**src/rtl/pwm_peripheral.sv**
```systemverilog
// pwm_peripheral: drives 16 pins static low, static high or from one shared 8-bit PWM waveform.
// Optional build macro PWM_SHADOW_EN: the duty cycle is shadowed and only reloaded at each period wrap.
module pwm_peripheral #(
  parameter int PRESCALE   = 3000,
  parameter int PRESCALE_W = 12
) (
  input  logic        clk,
  input  logic        rst,
  input  logic [7:0]  en_reg_out_7_0,
  input  logic [7:0]  en_reg_out_15_8,
  input  logic [7:0]  en_reg_pwm_7_0,
  input  logic [7:0]  en_reg_pwm_15_8,
  input  logic [7:0]  pwm_duty_cycle,
  output logic [15:0] out,
  output logic        period_start
);

  localparam logic [PRESCALE_W-1:0] PRESC_MAX = PRESCALE_W'(PRESCALE - 1);

  logic [PRESCALE_W-1:0] presc_cnt_q, presc_cnt_d;
  logic [7:0]            pwm_cnt_q, pwm_cnt_d;
  logic [15:0]           out_q, out_d;
  logic                  period_start_q, period_start_d;
  logic [15:0]           en_out, en_pwm;
  logic [7:0]            duty_act;
  logic                  tick, wrap, pwm_lvl;

  assign en_out = {en_reg_out_15_8, en_reg_out_7_0};
  assign en_pwm = {en_reg_pwm_15_8, en_reg_pwm_7_0};
  assign tick   = (presc_cnt_q == PRESC_MAX);
  assign wrap   = tick && (pwm_cnt_q == 8'hFF);

`ifdef PWM_SHADOW_EN
  // Duty only changes on the wrap clk, so a period is never cut short or stretched.
  logic [7:0] duty_act_q, duty_act_d;

  always_comb begin
    duty_act_d = duty_act_q;
    if (wrap) duty_act_d = pwm_duty_cycle;
  end

  always_ff @(posedge clk or posedge rst) begin
    if (rst) duty_act_q <= 8'h00;
    else     duty_act_q <= duty_act_d;
  end

  assign duty_act = duty_act_q;
`else
  assign duty_act = pwm_duty_cycle;
`endif

  always_comb begin
    presc_cnt_d    = tick ? '0 : presc_cnt_q + PRESCALE_W'(1);
    pwm_cnt_d      = tick ? pwm_cnt_q + 8'd1 : pwm_cnt_q;
    period_start_d = wrap;
    // Full-scale duty is forced high so there is no one-tick dropout at count 255.
    pwm_lvl        = (duty_act == 8'hFF) || (pwm_cnt_q < duty_act);
    out_d          = en_out & (~en_pwm | {16{pwm_lvl}});
  end

  always_ff @(posedge clk or posedge rst) begin
    if (rst) begin
      presc_cnt_q    <= '0;
      pwm_cnt_q      <= 8'h00;
      out_q          <= 16'h0000;
      period_start_q <= 1'b0;
    end else begin
      presc_cnt_q    <= presc_cnt_d;
      pwm_cnt_q      <= pwm_cnt_d;
      out_q          <= out_d;
      period_start_q <= period_start_d;
    end
  end

  assign out          = out_q;
  assign period_start = period_start_q;

endmodule

```
**config.mk**
```make
export PLATFORM = sky130hd
export DESIGN_NAME = pwm_peripheral
export DESIGN_NICKNAME = d
export VERILOG_FILES = /design/src/rtl/pwm_peripheral.sv
export SDC_FILE = /design/constraint.sdc
export NUM_CORES = 1
export LEC_CHECK = 0
export ABC_CLOCK_PERIOD_IN_PS = 3900
export BUFFER_PORTS_ARGS = -buffer_cell sky130_fd_sc_hd__buf_4
export CAP_MARGIN = 20
export CORE_MARGIN = 5
export CORE_UTILIZATION = 40
export CTS_CLUSTER_SIZE = 30
export DETAILED_ROUTE_END_ITERATION = 10
export MAX_ROUTING_LAYER = met4
export PLACE_DENSITY = 0.66
export SLEW_MARGIN = 20
export SYNTH_ARGS = -nofsm -noshare
export SYNTH_HDL_FRONTEND = slang
export SYNTH_SLANG_ARGS = --single-unit
```
**constraint.sdc**
```tcl
create_clock -name clk -period 3.9 [get_ports clk]
set_input_delay 0.195 -clock clk [delete_from_list [all_inputs] [get_ports clk]]
set_output_delay 0.195 -clock clk [all_outputs]
set_load 0.1 [all_outputs]
```
==> results of run 1 <==
## how the worst max path moves through the flow
stage / endpoint / from / cells past startpoint
6_report: out[0] / pwm_cnt_q[5] / 5
5_1_grt: out[14] / pwm_cnt_q[6] / 5
4_1_cts: out[0] / pwm_cnt_q[5] / 5
3_5_place_dp: out[0] / pwm_cnt_q[5] / 5
3_3_place_gp: out[10] / pwm_cnt_q[6] / 5
2_1_floorplan: out[10] / pwm_cnt_q[5] / 6
## state kept, by name, summed over array words and instances, names as in the netlist
signal	cells
out	16
period_start	1
pwm_cnt_q	8
presc_cnt_q	12
## stage by stage
| step | power, mW | area [sq um] |
|---|---|---|
| after floorplan | 0.485 | 1740 |
| after global placement | 0.535 | 2230 |
| after detailed placement | 0.538 | 2230 |
| after CTS | 0.805 | 2320 |
| after global routing | 0.826 | 2320 |
| final | 0.789 | 2320 |
## cell usage after synthesis, types with 3 or more instances
cell type	number
dfrtp_1	37
xnor2_1	8
nor2_1	12
nor3_1	3
nand3_1	7
a21boi_0	16
xor2_1	4
mux2_2	3
nand4_1	5
ha_1	9
inv_1	11
## routing by layer
layer | wire, um | global-route usage | vias up
met5 | 0 | - | -
met4 | 87 | 0.0658 | 0
met3 | 174 | 0.0367 | 7
met2 | 1940 | 0.240 | 30
met1 | 1350 | 0.140 | 620
li1 | - | - | 622
## placed cells by master (no fill, tap or decap), types with 2 or more instances in the layout
cell type and instances:
buf_4 59, dfrtp_1 37, a21boi_0 16, nor2_1 12, inv_1 11, ha_1 9, xnor2_1 8, nand3_1 7
nand4_1 5, clkbuf_8 5, xor2_1 4, mux2_2 3, nor3_1 3, nand2_1 2, o21ai_0 2, a21oi_1 2
and2_1 2, xnor2_2 2, clkinv_4 2
## critical path, cell delays in order (launching register included)
cell	delay, ns
dfrtp_1	0.44
ha_1	0.32
and4_1	0.19
o21ai_0	0.09
o32ai_2	0.77
a21boi_0	0.23
## power breakdown
| part | total [mW] | internal (mW) | switching [mW] |
|---|---|---|---|
| clock | 0.260 | 0.126 | 0.134 |
| sequential | 0.394 | 0.392 | 0.00225 |
| combinational | 0.135 | 0.0455 | 0.0891 |
| total | 0.789 | 0.564 | 0.225 |
## kinds of logic after synthesis
group	after synthesis	share of synthesized area
XOR/XNOR	14	0.0792
adder cells (fa/ha/maj)	9	0.0648
AND/OR/NAND/NOR	42	0.150
buffers and inverters	13	0.0331
flip-flops	37	0.533
multiplexers	3	0.0194
AO/OA/AOI/OAI	25	0.120
## layout make-up
class / instances / area share
clock buffers: 5 / 0.0296
clock inverters: 3 / 0.00970
inverters: 11 / 0.0178
multi-input cells: 93 / 0.325
flip-flops and latches: 37 / 0.399
well taps: 52 / 0.0280
repair buffers: 59 / 0.191
==> summary.txt, run 1 <==
Final layout
  • NumNets Final: 258
  • # fillers: 369
  • # diodes: 0
  • Sequential cell area: 926 sq um
  • Multi-input logic area: 754 sq um
  • Post-Layout Cell Count: 260
  • Util after Layout: 0.541
  • Post-synthesis to final-layout area growth: 33.5%
  • Layout cell share with drive strength beyond 1: 0.375

Route
  • Drt first pass iters: 4
  • DRC: 0
  • Vias: 1279
  • Post-Route WL: 3560 um
  • Detailed Route Iter0 Violations: 43
  • Routed len/inst: 13.7 um
  • ANT nets after route: 0
  • Drt via density: 4.92

Die
  • Die area: 5760 sq um
  • Die width: 75.9 um
  • Starting Density: 0.405
  • Die height: 75.9 um
  • Placeable Area: 4290 sq um
  • Row cnt: 24
  • Io pins: 59

Yosys
  • Top_reg_cell synth: dfrtp_1
  • Syn Area/Cell: 12.2 sq um
  • Mapped Nets: 194
  • Ys async rst share: 1.00
  • Cell taking the most area after synthesis: dfrtp_1
  • Area contributors post-synth: dfrtp_1 53%, a21boi_0 6.9%, ha_1 6.5%, xnor2_1 4.0%, nor2_1 2.6%
  • EDFF count, synth: 0
  • Sequential area share after synthesis: 0.533
  • Yosys top cell area share: 0.533
  • Yosys warns: 0
  • Flops & latches, synth: 37
  • Synth Cell Area: 1740 sq um
  • Netlist cell types: 34
  • Synth Instances: 143

Pwr
  • Peak VDD IR: 252 uV
  • PwrDens: 340 nW/um^2
  • Leakage: 1.17 nW

Clock tree
  • CTS resizes: 0
  • Clock buffer depth: 2
  • Number of hold buffers added after cts: 0
  • CTS tree: done
  • CTS sink cnt: 37
  • Post-CTS setup buffer count: 0
  • Clk pin slew, worst setup/hold paths: 0.08 ns
  • CTS root buffer: clkbuf_8
  • H-tree lvl count: 2
  • Clk Latency, worst-skew pair: 0.28 ns
  • TritonCTS Buffers: 5

Placement
  • PortBufs: 58
  • HPWL after DPL: 2890 um
  • Placer Congestion: 0.777
  • Inst Count DP: 252
  • Worst slack, placed: 1.69 ns

STA
  • Max transition margin: 0.330
  • Max Clock Freq: 455 MHz
  • Final setup violation count: 0
  • WHS: 0.00873 ns
  • Setup TNS Final: 0 ns
  • RSZ-0062 raised after global routing: no
  • Slew @ Worst Pin: 0.998 ns
  • Min Clock Period, post-route: 2.20 ns
  • Slew Limit Fails: 0
  • Clock skew: 0.00840 ns
  • Final period utilization: 0.564
  • Final hold viol count: 0
  • Setup WS post-layout: 1.70 ns

GRT
  • Largest net degree at the start of global routing: 20
  • Gr usage total: 0.137
  • Initial antenna violation count: 0
  • GRT overflow: 0
  • Number of global-route vias before repair: 1430
  • Global-route wire length before repair: 6300 um

Setup path
  • Worst r2r dst: out[0]
  • Worst Path Arrival: 2.32 ns
  • Crit path max fanout: 16
  • Worst reg2reg setup slack: 1.70 ns
  • Setup crit start kind: flip-flop
  • R2r startpoint: pwm_cnt_q[5]
  • Worst EP required: 4.03 ns
  • CP endpoint kind: flip-flop
  • Worst setup path category: reg -> reg
  • Reg2Reg Depth: 5

Min path
  • HP Class: in -> async

Job
  • Max Cap Viol: 0

Status
  • Status: complete, no violations
Note: power is estimated with default switching activity, not from simulation.
==> inputs of run 2 (changes only) <==
ABC_AREA = 1   (was not set)
ABC_CLOCK_PERIOD_IN_PS = 2150   (was 3900)
PLACE_DENSITY = not set   (was 0.66)
clock period = 2.15 ns   (was 3.9 ns; I/O delays follow)
==> run 2 against run 1 <==
Effect of this change:
- cell count increased by 41%
- critical path depth is 3 higher
- hold slack improved by 0.00079 ns
==> summary.txt, run 2 <==
Status
  • Status: complete, no violations

Route
  • Post-Route WL: 3930 um
  • Drt first pass iters: 4
  • Detailed Route Iter0 Violations: 57
  • Drt via density: 4.30
  • Vias: 1574
  • DRC: 0
  • ANT nets after route: 0
  • Routed len/inst: 10.7 um

Yosys
  • Syn Area/Cell: 8.82 sq um
  • Synth Instances: 222
  • Post-synth top cells: 56 x nand2_1, 43 x inv_1, 37 x dfrtp_1
  • Yosys top cell area share: 0.473
  • Area contributors post-synth: dfrtp_1 47%, nand2_1 11%, inv_1 8.2%, ha_1 5.8%, nand3_2 5.1%
  • Netlist cell types: 25
  • Ys async rst share: 1.00
  • Top_reg_cell synth: dfrtp_1
  • Flops & latches, synth: 37
  • Yosys warns: 0
  • Cell taking the most area after synthesis: dfrtp_1
  • EDFF count, synth: 0
  • Sequential area share after synthesis: 0.473
  • Synth Cell Area: 1960 sq um
  • Most frequent cell after synthesis: nand2_1
  • Mapped Nets: 273

Clock tree
  • Clk Latency, worst-skew pair: 0.29 ns
  • Post-CTS setup buffer count: 0
  • CTS tree: done
  • Number of hold buffers added after cts: 13
  • H-tree lvl count: 2
  • Clk pin slew, worst setup/hold paths: 0.08 ns
  • CTS resizes: 0
  • CTS root buffer: clkbuf_8
  • CTS sink cnt: 37
  • TritonCTS Buffers: 5
  • Clock buffer depth: 2

STA
  • Final setup violation count: 0
  • Slew Limit Fails: 0
  • Slew @ Worst Pin: 0.460 ns
  • Min Clock Period, post-route: 1.65 ns
  • WHS: 0.00952 ns
  • Max Clock Freq: 605 MHz
  • Final hold viol count: 0
  • Final period utilization: 0.769
  • Setup TNS Final: 0 ns
  • Clock skew: 0.00282 ns
  • Max transition margin: 0.693
  • Setup WS post-layout: 0.498 ns
  • RSZ-0062 raised after global routing: no

Final layout
  • Layout cell share with drive strength beyond 1: 0.324
  • Post-Layout Cell Count: 366
  • Most frequent cells in the layout: 59 x buf_4, 56 x nand2_1, 43 x inv_1, 37 x dfrtp_1, 13 x dlygate4sd3_1
  • Most common cell after layout, fill and taps aside: buf_4
  • Post-synthesis to final-layout area growth: 38.0%
  • Post-Layout Inst Area: 2700 sq um
  • # diodes: 0
  • Max reg flops: 16
  • NumNets Final: 349
  • Util after Layout: 0.572

GRT
  • Largest net degree at the start of global routing: 38
  • GRT overflow: 0
  • Global-route wire length before repair: 6900 um
  • Gr usage total: 0.142
  • Initial antenna violation count: 0
  • Number of global-route vias before repair: 1560

Placement
  • Inst Count DP: 345
  • PortBufs: 58
  • Placer Congestion: 0.791
  • HPWL after DPL: 2950 um
  • Cell area after placement: 2450 sq um
  • Worst slack, placed: 0.496 ns

Min path
  • WHS Path Cells: 3
  • Hold Path End: out[9]
  • Hold path start: en_reg_out_15_8[1]
  • HP Class: in -> reg

Setup path
  • Setup crit start kind: flip-flop
  • Worst setup path category: reg -> reg
  • Worst reg2reg setup slack: 0.50 ns
  • Worst EP required: 2.38 ns
  • Worst Path Arrival: 1.88 ns
  • Reg2Reg Depth: 8
  • CP endpoint kind: flip-flop
  • R2r startpoint: pwm_cnt_q[5]
  • Worst r2r dst: out[15]
  • Crit path max fanout: 16

Die
  • Die width: 80.0 um
  • Placeable Area: 4720 sq um
  • Die height: 80.0 um
  • Starting Density: 0.415
  • Row cnt: 25
  • Io pins: 59
  • Die area: 6390 sq um

Pwr
  • Total Power: 1.61 mW
  • Peak VDD IR: 293 uV
  • PwrDens: 597 nW/um^2
  • Leakage: 1.48 nW

Job
  • Max Cap Viol: 0
==> run 2: cell count changes after synthesis, sizes merged, moves of 3 or more <==
cell	previous run	this run
xor2	4	7
nand2	3	59
xnor2	10	1
nand4	5	1
o21ai	2	6
nand3	8	22
nor2	12	15
a21boi	16	0
inv	11	47
nor3	3	8
mux2	3	0
==> run 2: worst max-delay path: stages (launching register included) <==
cell and delay (ns):
dfrtp_1 0.43, ha_1 0.30, a21oi_1 0.16, nor2_1 0.06
nor3_2 0.12, nand2_2 0.26, nand3_1 0.15, nand2_1 0.06
inv_1 0.05
==> run 2: cell families (layout without fill, tap and decap cells) <==
kind of cell,Yosys count,count (layout),synth area share
buffers and inverters,50,127,0.109
adder cells (fa/ha/maj),9,9,0.0575
AO/OA/AOI/OAI,11,11,0.0288
AND/OR/NAND/NOR,107,107,0.296
flip-flops,37,37,0.473
XOR/XNOR,8,8,0.0358
==> run 2: worst max-delay path by stage <==
stage | start | endpoint | cells after the start
final | pwm_cnt_q[5] | out[15] | 8
after global routing | pwm_cnt_q[5] | out[15] | 8
after CTS | pwm_cnt_q[5] | out[15] | 8
after detailed placement | pwm_cnt_q[5] | out[15] | 8
after global placement | pwm_cnt_q[7] | out[4] | 8
after floorplan | pwm_cnt_q[5] | out[10] | 9
==> run 2: power by group <==
group          total, mW  internal, mW  leakage, nW  switching, mW
logic              0.265        0.0942        0.955          0.171
clock network      0.632         0.377       0.0574          0.255
registers          0.715         0.711        0.466        0.00438
==> run 2: final cells by class <==
class,instances,area (sq um)
tap,67,83.8
clock buffer,6,82.6
multi-input combinational,135,820
clock inverter,2,37.5
timing repair buffer,72,573
sequential,37,926
fill,442,2020
inverter,47,179
==> run 2: per-layer routing <==
| layer | vias to the layer above | wire [um] | GRT usage |
|---|---|---|---|
| met3 | 5 | 339 | 0.0576 |
| met1 | 697 | 1810 | 0.176 |
| met2 | 46 | 1740 | 0.215 |
| met5 | - | 0 | - |
| li1 | 826 | - | - |
| met4 | 0 | 49 | 0.0405 |
==> inputs of run 3 (changes only) <==
ABC_CLOCK_PERIOD_IN_PS = 1600   (was 2150)
clock period = 1.6 ns   (was 2.15 ns; I/O delays follow)
==> run 3 against run 2 <==
Effect of this change:
- sequential power rose by 34%
- final area rose by 7.0%
- die area did not move
- global-route usage rose by 0.32 points
- clock-buffer cell count fell by 1
- fmax rose by 9.6%
- sequential cell count did not move
- clock power fell by 5.5%
- combinational power rose by 40%
- non-clock buffer count rose by 18
- sequential share of layout area fell by 2.2 points
- power rose by 20%
- highest routed layer unchanged
==> summary.txt, run 3 (synthesis results as in run 2) <==
Route
  • Drt via density: 4.38
  • Drt first pass iters: 4
  • Met1 Wirelength: 1760 um
  • Vias: 1674
  • Routed met3 length: 405 um
  • Detailed Route Iter0 Violations: 49
  • Max layer used: met4
  • Post-Route WL: 4260 um
  • DRC: 0
  • Routed len/inst: 11.2 um
  • Routed wl met2: 2050 um
  • ANT nets after route: 0

GRT
  • Number of global-route vias before repair: 1645
  • Gr usage total: 0.146
  • Largest net degree at the start of global routing: 38
  • Initial antenna violation count: 0
  • Global-route wire length before repair: 6970 um
  • GRT overflow: 0

Setup path
  • Worst EP required: 1.78 ns
  • Worst path bufs/invs: 2
  • R2r startpoint: pwm_cnt_q[7]
  • CP delay by family, top: simple AND/OR/NAND/NOR gates
  • Slowest-stage cell, CP: dfrtp_1
  • Setup crit start kind: flip-flop
  • Crit path max fanout: 8
  • CP endpoint kind: flip-flop
  • Most used cell, CP: nand2_1
  • Critical-path cell list: ha_4 > nand2_1 > nor2_1 > nand2_2 > nand2_4 > clkbuf_16 > nand3_1 > nand2_1 > inv_1
  • Worst Path Arrival: 1.69 ns
  • Crit path depth: 9
  • Reg2Reg Depth: 9
  • Critical Path Start: pwm_cnt_q[7]
  • Worst setup path category: reg -> reg
  • Slowest stage delay, CP: 0.43 ns

Final layout
  • Most frequent cells in the layout: 71 x buf_4, 54 x nand2_1, 43 x inv_1, 37 x dfrtp_1, 17 x dlygate4sd3_1
  • NumNets Final: 367
  • # diodes: 0
  • Layout cell share with drive strength beyond 1: 0.365
  • Multi-input logic area: 880 sq um
  • Post-synthesis to final-layout area growth: 47.6%
  • # fillers: 423
  • Most common cell after layout, fill and taps aside: buf_4
  • Max reg flops: 16
  • Sequential cell area: 926 sq um

STA
  • Setup TNS Final: 0 ns
  • Slew Limit Fails: 0
  • Final setup violation count: 0
  • Max transition margin: 0.696
  • Min Clock Period, post-route: 1.51 ns
  • Final period utilization: 0.942
  • Slew @ Worst Pin: 0.455 ns
  • Final hold viol count: 0
  • WHS: 0.0494 ns
  • Setup WS post-layout: 0.0929 ns
  • Clock skew: 0.00775 ns
  • Max Clock Freq: 664 MHz

Clock tree
  • Clk Latency, worst-skew pair: 0.29 ns
  • Clk pin slew, worst setup/hold paths: 0.07 ns
  • TritonCTS Buffers: 5
  • CTS root buffer: clkbuf_8
  • CTS sink cnt: 37
  • Clock buffer depth: 2
  • CTS tree: done
  • H-tree lvl count: 2

Placement
  • HPWL after DPL: 3040 um
  • PortBufs: 58
  • Worst slack, placed: 0.114 ns
  • Placer Congestion: 0.774

Die
  • Starting Density: 0.415
  • Row cnt: 25
  • Die height: 80.0 um
  • Io pins: 59
  • Placeable Area: 4720 sq um
  • Die area: 6390 sq um
  • Die width: 80.0 um

Min path
  • HP Class: in -> reg
  • Hold path start: en_reg_pwm_15_8[4]
  • WHS Path Cells: 4

Pwr
  • PwrDens: 668 nW/um^2
  • Peak VDD IR: 360 uV
  • Leakage: 1.56 nW
  • Total Power: 1.93 mW

Job
  • Max Cap Viol: 0

Status
  • Status: complete, no violations
[run 3: cell types whose count changed in the layout (fill, tap and decap cells not counted), sizes merged]
cell         previous run  this run
clkinvlp                1         0
buf                    59        72
bufinv                  1         0
dlygate4sd3            13        17
clkinv                  0         1
[run 3: layout make-up]
type / count / share of cell area
tap: 67 / 0.0290
multi-input combinational: 135 / 0.304
inverter: 47 / 0.0619
timing repair buffer: 90 / 0.259
clock inverter: 1 / 0.00173
sequential: 37 / 0.320
clock buffer: 5 / 0.0238
[run 3: through the flow]
stage | std cells | util | instance area (sq um)
after CTS | 373 | 0.581 | 2750
after global routing | 382 | 0.612 | 2890
after floorplan | 222 | - | 1960
after global placement | 350 | 0.530 | 2500
after detailed placement | 350 | 0.530 | 2500
final | 382 | 0.612 | 2890
[run 3: worst min-delay path, stage by stage]
cell     delay (ns)
buf_4          0.08
nand3_2        0.06
nand2_1        0.05
inv_1          0.03
[run 3: routing by layer]
layer / GRT usage / up-vias
met5: - / -
met4: 0.0456 / 0
met3: 0.0688 / 5
met2: 0.227 / 52
met1: 0.166 / 757
li1: - / 860
[run 3: worst paths after layout]
kind | end | slack, ns
worst max-delay path | out[4] | 0.09
worst min-delay path | out[12] | 0.05
worst max register to register | out[4] | 0.09
worst min register to register | presc_cnt_q[9] | 0.52
max in group asynchronous | period_start | 0.81
min in group asynchronous | presc_cnt_q[0] | 0.46
[run 3: timing repair]
action,CTS,global route
gates resized for setup,0,8
hold buffers,17,0
endpoints found under the hold margin,53,0
endpoints found under the setup margin,0,13
buffers inserted,0,8
[run 3: power breakdown]
| group | internal (mW) | switching (mW) | total (mW) |
|---|---|---|---|
| clock network | 0.287 | 0.311 | 0.597 |
| logic | 0.136 | 0.236 | 0.372 |
| registers | 0.956 | 0.00567 | 0.961 |
